<file path="src/rtl/ccm_test_pkg.sv">
// Shared types and width helpers for the online CCM test controller.
package ccm_test_pkg;

  typedef enum logic [1:0] {
    S_IDLE = 2'd0,
    S_WAIT = 2'd1,
    S_DONE = 2'd2
  } state_e;

  // The x203 CCM grows the result by 9 redundant digits over the operand.
  localparam int CCM203_SHIFT = 9;
  localparam int DEF_STAT_W   = 16;
  localparam int DEF_WAIT_W   = 8;

  function automatic int wl_of(input int stage);
    return 2 * stage;
  endfunction

  function automatic int wl_out_of(input int stage, input int shift);
    return 2 * (stage + shift);
  endfunction

endpackage

</file>
<file path="src/rtl/sat_counter.sv">
// Saturating up-counter with synchronous clear that wins over increment.
module sat_counter #(
  parameter int W = 16
) (
  input  logic         clk,
  input  logic         rst_n,
  input  logic         inc,
  input  logic         clr,
  output logic [W-1:0] q
);

  logic [W-1:0] r_q;

  always_ff @(posedge clk or negedge rst_n) begin
    if (!rst_n)                   r_q <= '0;
    else if (clr)                 r_q <= '0;
    else if (inc && (r_q != '1))  r_q <= r_q + 1'b1;
  end

  assign q = r_q;

endmodule

</file>
<file path="src/rtl/online_ccm_test_ctrl.sv">
// Launches operands into an overclocked online CCM, captures after a programmable
// settle time, compares with the golden result and keeps run/error statistics.
module online_ccm_test_ctrl import ccm_test_pkg::*; #(
  parameter int STAGE  = 4,
  parameter int WL_OUT = wl_out_of(STAGE, CCM203_SHIFT),
  parameter int WAIT_W = DEF_WAIT_W,
  parameter int STAT_W = DEF_STAT_W,
  localparam int WL    = wl_of(STAGE)
) (
  input  logic              clk,
  input  logic              rst_n,
  input  logic              in_valid,
  output logic              in_ready,
  input  logic [WL-1:0]     in_x,
  input  logic [WL_OUT-1:0] in_exp,
  input  logic [WAIT_W-1:0] cfg_wait,
  input  logic              abort,
  input  logic              clr_stats,
  output logic [WL-1:0]     dp_x,
  input  logic [WL_OUT-1:0] dp_y,
  output logic              out_valid,
  input  logic              out_ready,
  output logic [WL_OUT-1:0] out_y,
  output logic              out_err,
  output logic [STAT_W-1:0] run_cnt,
  output logic [STAT_W-1:0] err_cnt
);

  state_e            r_state;
  logic              r_in_ready;
  logic              r_out_valid;
  logic              r_out_err;
  logic [WL-1:0]     r_dp_x;
  logic [WL_OUT-1:0] r_exp;
  logic [WL_OUT-1:0] r_out_y;
  logic [WAIT_W-1:0] r_wcnt;
  logic              w_hs;

  assign w_hs = (r_state == S_DONE) && out_ready;

  // in_ready is registered so it stays low for the whole reset assertion.
  always_ff @(posedge clk or negedge rst_n) begin
    if (!rst_n) begin
      r_state     <= S_IDLE;
      r_in_ready  <= 1'b0;
      r_out_valid <= 1'b0;
      r_out_err   <= 1'b0;
      r_dp_x      <= '0;
      r_exp       <= '0;
      r_out_y     <= '0;
      r_wcnt      <= '0;
    end else begin
      unique case (r_state)
        S_IDLE: begin
          if (in_valid && r_in_ready) begin
            r_dp_x     <= in_x;
            r_exp      <= in_exp;
            r_wcnt     <= cfg_wait;
            r_in_ready <= 1'b0;
            r_state    <= S_WAIT;
          end else begin
            r_in_ready <= 1'b1;
          end
        end
        S_WAIT: begin
          if (abort) begin
            r_in_ready <= 1'b1;
            r_state    <= S_IDLE;
          end else if (r_wcnt != '0) begin
            r_wcnt <= r_wcnt - 1'b1;
          end else begin
            r_out_y     <= dp_y;
            r_out_err   <= (dp_y != r_exp);
            r_out_valid <= 1'b1;
            r_state     <= S_DONE;
          end
        end
        S_DONE: begin
          if (out_ready) begin
            r_out_valid <= 1'b0;
            r_in_ready  <= 1'b1;
            r_state     <= S_IDLE;
          end
        end
        default: begin
          r_in_ready <= 1'b0;
          r_state    <= S_IDLE;
        end
      endcase
    end
  end

  sat_counter #(.W(STAT_W)) u_run_cnt (
    .clk   (clk),
    .rst_n (rst_n),
    .inc   (w_hs),
    .clr   (clr_stats),
    .q     (run_cnt)
  );

  sat_counter #(.W(STAT_W)) u_err_cnt (
    .clk   (clk),
    .rst_n (rst_n),
    .inc   (w_hs && r_out_err),
    .clr   (clr_stats),
    .q     (err_cnt)
  );

  assign in_ready  = r_in_ready;
  assign out_valid = r_out_valid;
  assign out_y     = r_out_y;
  assign out_err   = r_out_err;
  assign dp_x      = r_dp_x;

endmodule

</file>
<file path="config.mk">
export PLATFORM = sky130hd
export DESIGN_NAME = online_ccm_test_ctrl
export DESIGN_NICKNAME = d
export VERILOG_FILES = /design/src/rtl/ccm_test_pkg.sv /design/src/rtl/sat_counter.sv /design/src/rtl/online_ccm_test_ctrl.sv
export SDC_FILE = /design/constraint.sdc
export NUM_CORES = 1
export LEC_CHECK = 0
export ABC_AREA = 0
export CAP_MARGIN = 20
export CELL_PAD_IN_SITES_DETAIL_PLACEMENT = 0
export CELL_PAD_IN_SITES_GLOBAL_PLACEMENT = 1
export CORE_UTILIZATION = 53
export CTS_CLUSTER_SIZE = 20
export DETAILED_ROUTE_END_ITERATION = 6
export DONT_BUFFER_PORTS = 1
export PLACE_DENSITY_LB_ADDON = 0.1
export REMOVE_ABC_BUFFERS = 1
export SLEW_MARGIN = 20
export SYNTH_ARGS = -nofsm -noshare
export SYNTH_HDL_FRONTEND = slang
export SYNTH_SLANG_ARGS = --single-unit
</file>
<file path="constraint.sdc">
create_clock -name clk -period 3.5 [get_ports clk]
set_clock_uncertainty 0.05 [all_clocks]
set_input_delay 0.175 -clock clk [delete_from_list [all_inputs] [get_ports clk]]
set_output_delay 0.175 -clock clk [all_outputs]
set_load 0.1 [all_outputs]
</file>
==> results of run 1 <==
## path summary, 6_finish.rpt
kind / startpoint / to / depth (start not counted)
setup / recovery: r_state[1]$_DFFE_PN0P_ / out_y[10]$_DFFE_PN0P_ / 6
hold / removal: clr_stats / u_err_cnt.q[7]$_DFFE_PN0P_ / 2
setup reg to reg: r_state[1]$_DFFE_PN0P_ / out_y[10]$_DFFE_PN0P_ / 6
hold reg to reg: r_wcnt[0]$_DFFE_PN0P_ / r_wcnt[0]$_DFFE_PN0P_ / 1
max in group asynchronous: rst_n / r_wcnt[3]$_DFFE_PN0P_ / 2
min in group asynchronous: rst_n / out_y[11]$_DFFE_PN0P_ / 2
## logic make-up after synthesis
logic type	count (synthesis)
compound gates	57
xor+xnor	45
fa+ha+maj	8
buf+inv	23
flops	105
mux	64
simple gates	144
## timing repair
action,CTS,global route
hold buffers,69,0
gates resized for setup,0,0
hold endpoints to repair,203,0
## metrics by stage
step                hold slack, ps  instances  total power, W  setup WS [ps]
global route                  14.3        678         0.00445            768
CTS                           1.15        678         0.00425            928
global placement              -168        593         0.00335           1020
floorplan                     -171        431         0.00319            763
finish                        15.7        678         0.00422            941
detailed placement            -169        593         0.00341            936
## final cells by class
class                           count  area, um^2
Fill cell                         727        2920
Sequential cell                   105        2630
Multi-Input combinational cell    318        2430
Timing Repair Buffer              102         966
Tap cell                          129         161
Clock buffer                       10         128
Clock inverter                      6        67.6
Inverter                            8        30.0
## synth_stat cells, drive strengths merged (2+ instances only)
cell type,number
o21ai,18
nor3b,2
nor3,12
ha,8
or2,2
inv,8
xor2,18
clkbuf,10
or4,2
nor4b,4
o32ai,2
nand4,9
mux2,61
mux2i,3
a21oi,22
o41ai,2
dfrtp,105
a31oi,4
or3,6
nor2b,4
buf,5
and4,3
nand3,15
and2,2
xnor2,27
and3,5
nand2,19
nor4,13
nand2b,4
o31ai,2
nor2,40
## sequential cells by signal (all words and copies together) (netlist names)
signal,count
r_state,2
r_exp,26
in_ready,1
dp_x,8
r_wcnt,8
u_err_cnt.q,16
out_valid,1
out_err,1
out_y,26
u_run_cnt.q,16
## critical path: cells and delay by family, from the launching register on
kind | cells | cell delay [ps]
muxes | 1 | 400
and+or+nand+nor | 3 | 850
DFF | 1 | 420
adders and majority gates | 1 | 630
buffers and inverters | 1 | 90
## routing by layer
metal / track usage / wire length, um / up-vias / share of wire
met5: 0 / 0 / - / 0
met4: 0.0713 / 165 / 0 / 0.015
met3: 0.0492 / 665 / 14 / 0.059
met2: 0.376 / 5410 / 107 / 0.48
met1: 0.310 / 4980 / 1837 / 0.44
li1: - / - / 1790 / -
## report_power, final
group | internal (W) | switching, W
registers | 0.00150 | 0.000887
logic | 0.000550 | 0.000541
clock network | 0.000282 | 0.000455
total | 0.00234 | 0.00188
==> flow_summary.yaml, run 1 <==
layout:
  num-nets-final: 626
  final_common_cell: "dfrtp_1"
  diodes: 0
  most-common-layout-cells: "dfrtp_1 (105), dlygate4sd3_1 (67), mux2_2 (43)"
  final_core_util: 0.687
  drive_gt1_frac: 0.206
  syn_to_final_growth_pct: 24.1
  stdcell_area_mm2: 0.00641
power:
  vdd_drop_max_v: 0.000750
  power.density_mw_per_mm2: 658
  power_leakage_nw: 2.82
outcome:
  status: "complete, no violations"
global_route:
  track_usage: 0.230
  grt_pass1_wl_um: 18300
  antenna_found_initial: 0
  grt_max_degree: 106
  grt_pass1_vias: 3718
  grt_overflow: 0
cts:
  cts_root_buffer: "clkbuf_8"
  postCtsSetupRepairBufs: 0
  cts-htree-levels: 3
  clk_path_buf_depth: 2
  insertion_delay_ps: 360
  cts.clk_slew.worst_paths_ps: 110
  cts_tree: "built"
  cts_sinks: 105
  cts_inserted_buffers: 9
route:
  drc_errors: 0
  via_count: 3748
  vias_per_cell: 5.53
  wirelength_um: 11200
  wl_per_cell_um: 16.6
  antenna_left: 0
  drtIter0Drc: 106
  drtPass1Iterations: 4
yosys:
  synthFlopType: "dfrtp_1"
  synthSimpleGateAreaFrac: 0.164
  async_flop_share: 1.00
  synth.avg_cell_area_um2: 11.6
  synth_fa_ha_area_frac: 0.0194
  synth_area_leaders: "dfrtp_1 (51%), mux2_2 (9.4%), xnor2_1 (4.6%)"
  synth_top_family_by_area: "simple AND/OR/NAND/NOR gates"
  synth-compound-area-share: 0.0710
  synth-xor-area-share: 0.0763
  yosys.area.top_type: "dfrtp_1"
  yosysTopAreaCellShare: 0.509
  synth_mux_area_frac: 0.139
  synth_edf_count: 0
  syn_inst: 446
  synth-seq-cells: 105
  yosys_warnings: 0
  syn_area_mm2: 0.00516
  synth.distinct_cells: 54
  ys_seq_area_frac: 0.509
floorplan:
  die_area_mm2: 0.0101
  fp.coreArea_mm2: 0.00933
  die-width_um: 101
  num_rows: 35
  die_h_um: 101
  initial_core_util: 0.554
  ios: 143
critical_path:
  rrSetupSlack_ps: 940
  crit_type: "reg2reg"
  arrival_ps: 2760
  crit_slowest_cell: "ha_1"
  worstSetupEndpointType: "flip-flop"
  crit_fanout: 28
  critPathMaxStageDelay_ps: 630
  crit_chain: "inv_1, ha_1, and2b_2, nand2_4, nor2_8, mux2_2"
  cp_data_required_time_ps: 3700
  startpoint_type: "flip-flop"
placement:
  dp_hpwl_um: 7390
  port_buffers: 0
  dpl-instance-area_mm2: 0.00549
  gp_congestion: 0.825
timing:
  finalSetupViolCount: 0
  rsz0062_at_grt: "false"
  tightest_slew_ps: 1010
  finalHoldViolCount: 0
  fmax_mhz: 391
  slew_violations: 0
  finalCritPeriodShare: 0.731
  tns_ps: 0
  relSlewSlack: 0.328
  fin_crit_ps: 2560
run:
  maxCapViolCount: 0
hold_path:
  min_path_type: "in2reg"
(Power assumes the default switching activity.)
==> inputs of run 2 (changes only) <==
--- a/config.mk
+++ b/config.mk
@@ -5,11 +5,11 @@
 export SDC_FILE = /design/constraint.sdc
 export NUM_CORES = 1
 export LEC_CHECK = 0
-export ABC_AREA = 0
+export ABC_AREA = 1
 export CAP_MARGIN = 20
 export CELL_PAD_IN_SITES_DETAIL_PLACEMENT = 0
 export CELL_PAD_IN_SITES_GLOBAL_PLACEMENT = 1
-export CORE_UTILIZATION = 53
+export CORE_UTILIZATION = 46
 export CTS_CLUSTER_SIZE = 20
 export DETAILED_ROUTE_END_ITERATION = 6
 export DONT_BUFFER_PORTS = 1
==> constraint.sdc (replaced) <==
create_clock -name clk -period 2.6 [get_ports clk]
set_clock_uncertainty 0.05 [all_clocks]
set_input_delay 0.13 -clock clk [delete_from_list [all_inputs] [get_ports clk]]
set_output_delay 0.13 -clock clk [all_outputs]
set_load 0.1 [all_outputs]
==> flow_summary.yaml, run 2 <==
floorplan:
  die_h_um: 113
  initial_core_util: 0.472
  ios: 143
  num_rows: 40
  die_area_mm2: 0.0127
  die-width_um: 113
  fp.coreArea_mm2: 0.0120
yosys:
  yosysMostFrequentCell: "nand2_1"
  yosys_warnings: 0
  synth_area_leaders: "dfrtp_1 (47%), nand2_1 (15%), inv_1 (4.9%)"
  synth_edf_count: 0
  yosys.area.top_type: "dfrtp_1"
  synth.avg_cell_area_um2: 7.83
  synth-seq-cells: 105
  syn_area_mm2: 0.00564
  synth.distinct_cells: 30
  ys_seq_area_frac: 0.466
  synthFlopType: "dfrtp_1"
  syn_inst: 721
  synth_common_cells: "nand2_1 (227), dfrtp_1 (105), inv_1 (74), nor2_1 (74), o21ai_0 (40)"
  async_flop_share: 1.00
  yosysTopAreaCellShare: 0.466
critical_path:
  arrival_ps: 2540
  crit_fanout: 27
  rrSetupSlack_ps: 260
  worstSetupEndpointType: "flip-flop"
  cp_data_required_time_ps: 2790
  crit_slowest_cell: "dlygate4sd3_1"
  startpoint_type: "flip-flop"
  crit_chain: "inv_1, ha_1, nand3_2, buf_4, o21ai_0, nand2_1, dlygate4sd3_1"
  crit_type: "reg2reg"
  critPathMaxStageDelay_ps: 560
outcome:
  status: "finished with violations"
  violations: "negative hold slack"
cts:
  holdBufCountCts: 96
  cts-resized-gates: 0
  clk_path_buf_depth: 2
  cts_sinks: 105
  insertion_delay_ps: 350
  cts_tree: "built"
  cts.clk_slew.worst_paths_ps: 80
  cts_root_buffer: "clkbuf_16"
  cts-htree-levels: 3
  cts_inserted_buffers: 9
placement:
  dp.cells: 913
  gp_congestion: 0.815
  dp_hpwl_um: 9810
  dpl-instance-area_mm2: 0.00621
  dp_slack_ps: 488
  port_buffers: 0
timing:
  fmax_mhz: 426
  rsz0062_at_grt: "false"
  whs_ps: -580
  finalCritPeriodShare: 0.902
  slew_violations: 0
  relSlewSlack: 0.393
  fin_crit_ps: 2340
  finalHoldViolCount: 105
  finalSetupViolCount: 0
  tightest_slew_ps: 910
  layout_setup_ws_ps: 255
hold_path:
  min_path_type: "in2async"
power:
  power.density_mw_per_mm2: 1110
  power_leakage_nw: 3.79
  vdd_drop_max_v: 0.000963
layout:
  num-nets-final: 956
  final_common_cell: "nand2_1"
  fillers: 1040
  most-common-layout-cells: "nand2_1 (227), dfrtp_1 (105), dlygate4sd3_1 (96)"
  multiInputGateArea_mm2: 0.00260
  stdcell_area_mm2: 0.00748
  finalNonFillerCells: 1026
  seqCellArea_mm2: 0.00263
  diodes: 0
  drive_gt1_frac: 0.149
  syn_to_final_growth_pct: 32.6
global_route:
  antenna_found_initial: 0
  grt_max_degree: 106
  grt_overflow: 0
  grt_pass1_vias: 5373
  grt_pass1_wl_um: 25300
  track_usage: 0.252
run:
  maxCapViolCount: 0
route:
  drtPass1Iterations: 6
  drtIter0Drc: 272
  wl_per_cell_um: 14.7
  vias_per_cell: 5.09
  via_count: 5225
  wirelength_um: 15100
  drc_errors: 0
  antenna_left: 0
run 2: cell families after synthesis:
logic type / synth area share
AOI/OAI and AO/OA: 0.0705
and+or+nand+nor: 0.291
DFF: 0.466
muxes: 0.0419
adders and majority gates: 0.0177
xor gates and xnor gates: 0.0388
buffers and inverters: 0.0743
run 2: stage by stage:
stage | util | hold slack, ps | power, W | setup TNS [ps]
finish | 0.626 | -580 | 0.00833 | 0
detailed placement | 0.519 | -212 | 0.00664 | 0
global route | 0.626 | -595 | 0.00879 | 0
CTS | 0.625 | -593 | 0.00832 | 0
floorplan | - | -216 | 0.00584 | -7860
global placement | 0.519 | -213 | 0.00656 | 0
run 2: timing repair:
| action | 4_1_cts | 5_1_grt |
|---|---|---|
| hold endpoints to repair | 199 | 105 |
| endpoints found under the setup margin | 0 | 19 |
| setup buffers | 0 | 1 |
run 2: worst paths after layout:
check	from	end	depth (start not counted)
setup reg to reg	r_state[1]$_DFFE_PN0P_	out_y[18]$_DFFE_PN0P_	7
hold / removal	rst_n	r_wcnt[7]$_DFFE_PN0P_	0
min in group clk	in_valid	in_ready$_DFFE_PN0P_	3
max in group asynchronous	rst_n	out_err$_DFFE_PN0P_	0
hold reg to reg	r_wcnt[4]$_DFFE_PN0P_	r_wcnt[4]$_DFFE_PN0P_	2
setup / recovery	r_state[1]$_DFFE_PN0P_	out_y[18]$_DFFE_PN0P_	7
run 2: critical path, delay by kind of cell, from the launching register on:
family                     cells  cell delay (ps)
adders and majority gates      1              350
AOI/OAI and AO/OA              1              220
DFF                            1              410
buffers and inverters          3              940
and+or+nand+nor                2              250
run 2: layout make-up:
cell class                 count  share of cell area
clock buffer                  10              0.0319
multi-input combinational    516               0.348
inverter                      77              0.0386
clock inverter                 6             0.00836
timing repair buffer         165               0.198
tap                          147              0.0246
sequential                   105               0.351
run 2: layer usage:
layer  track usage  vias up  part of all wire
li1              -     2590                 -
met5             0        -                 0
met1         0.317     2470              0.44
met2         0.416      141              0.48
met3        0.0664       24             0.060
met4        0.0951        0             0.022
run 2: power by group:
part	switching (W)	total [W]	leakage, nW	internal (W)
sequential	0.000779	0.00295	1.32	0.00217
clock	0.000683	0.00138	0.142	0.000701
combinational	0.00280	0.00399	2.33	0.00119
total	0.00426	0.00833	3.79	0.00407
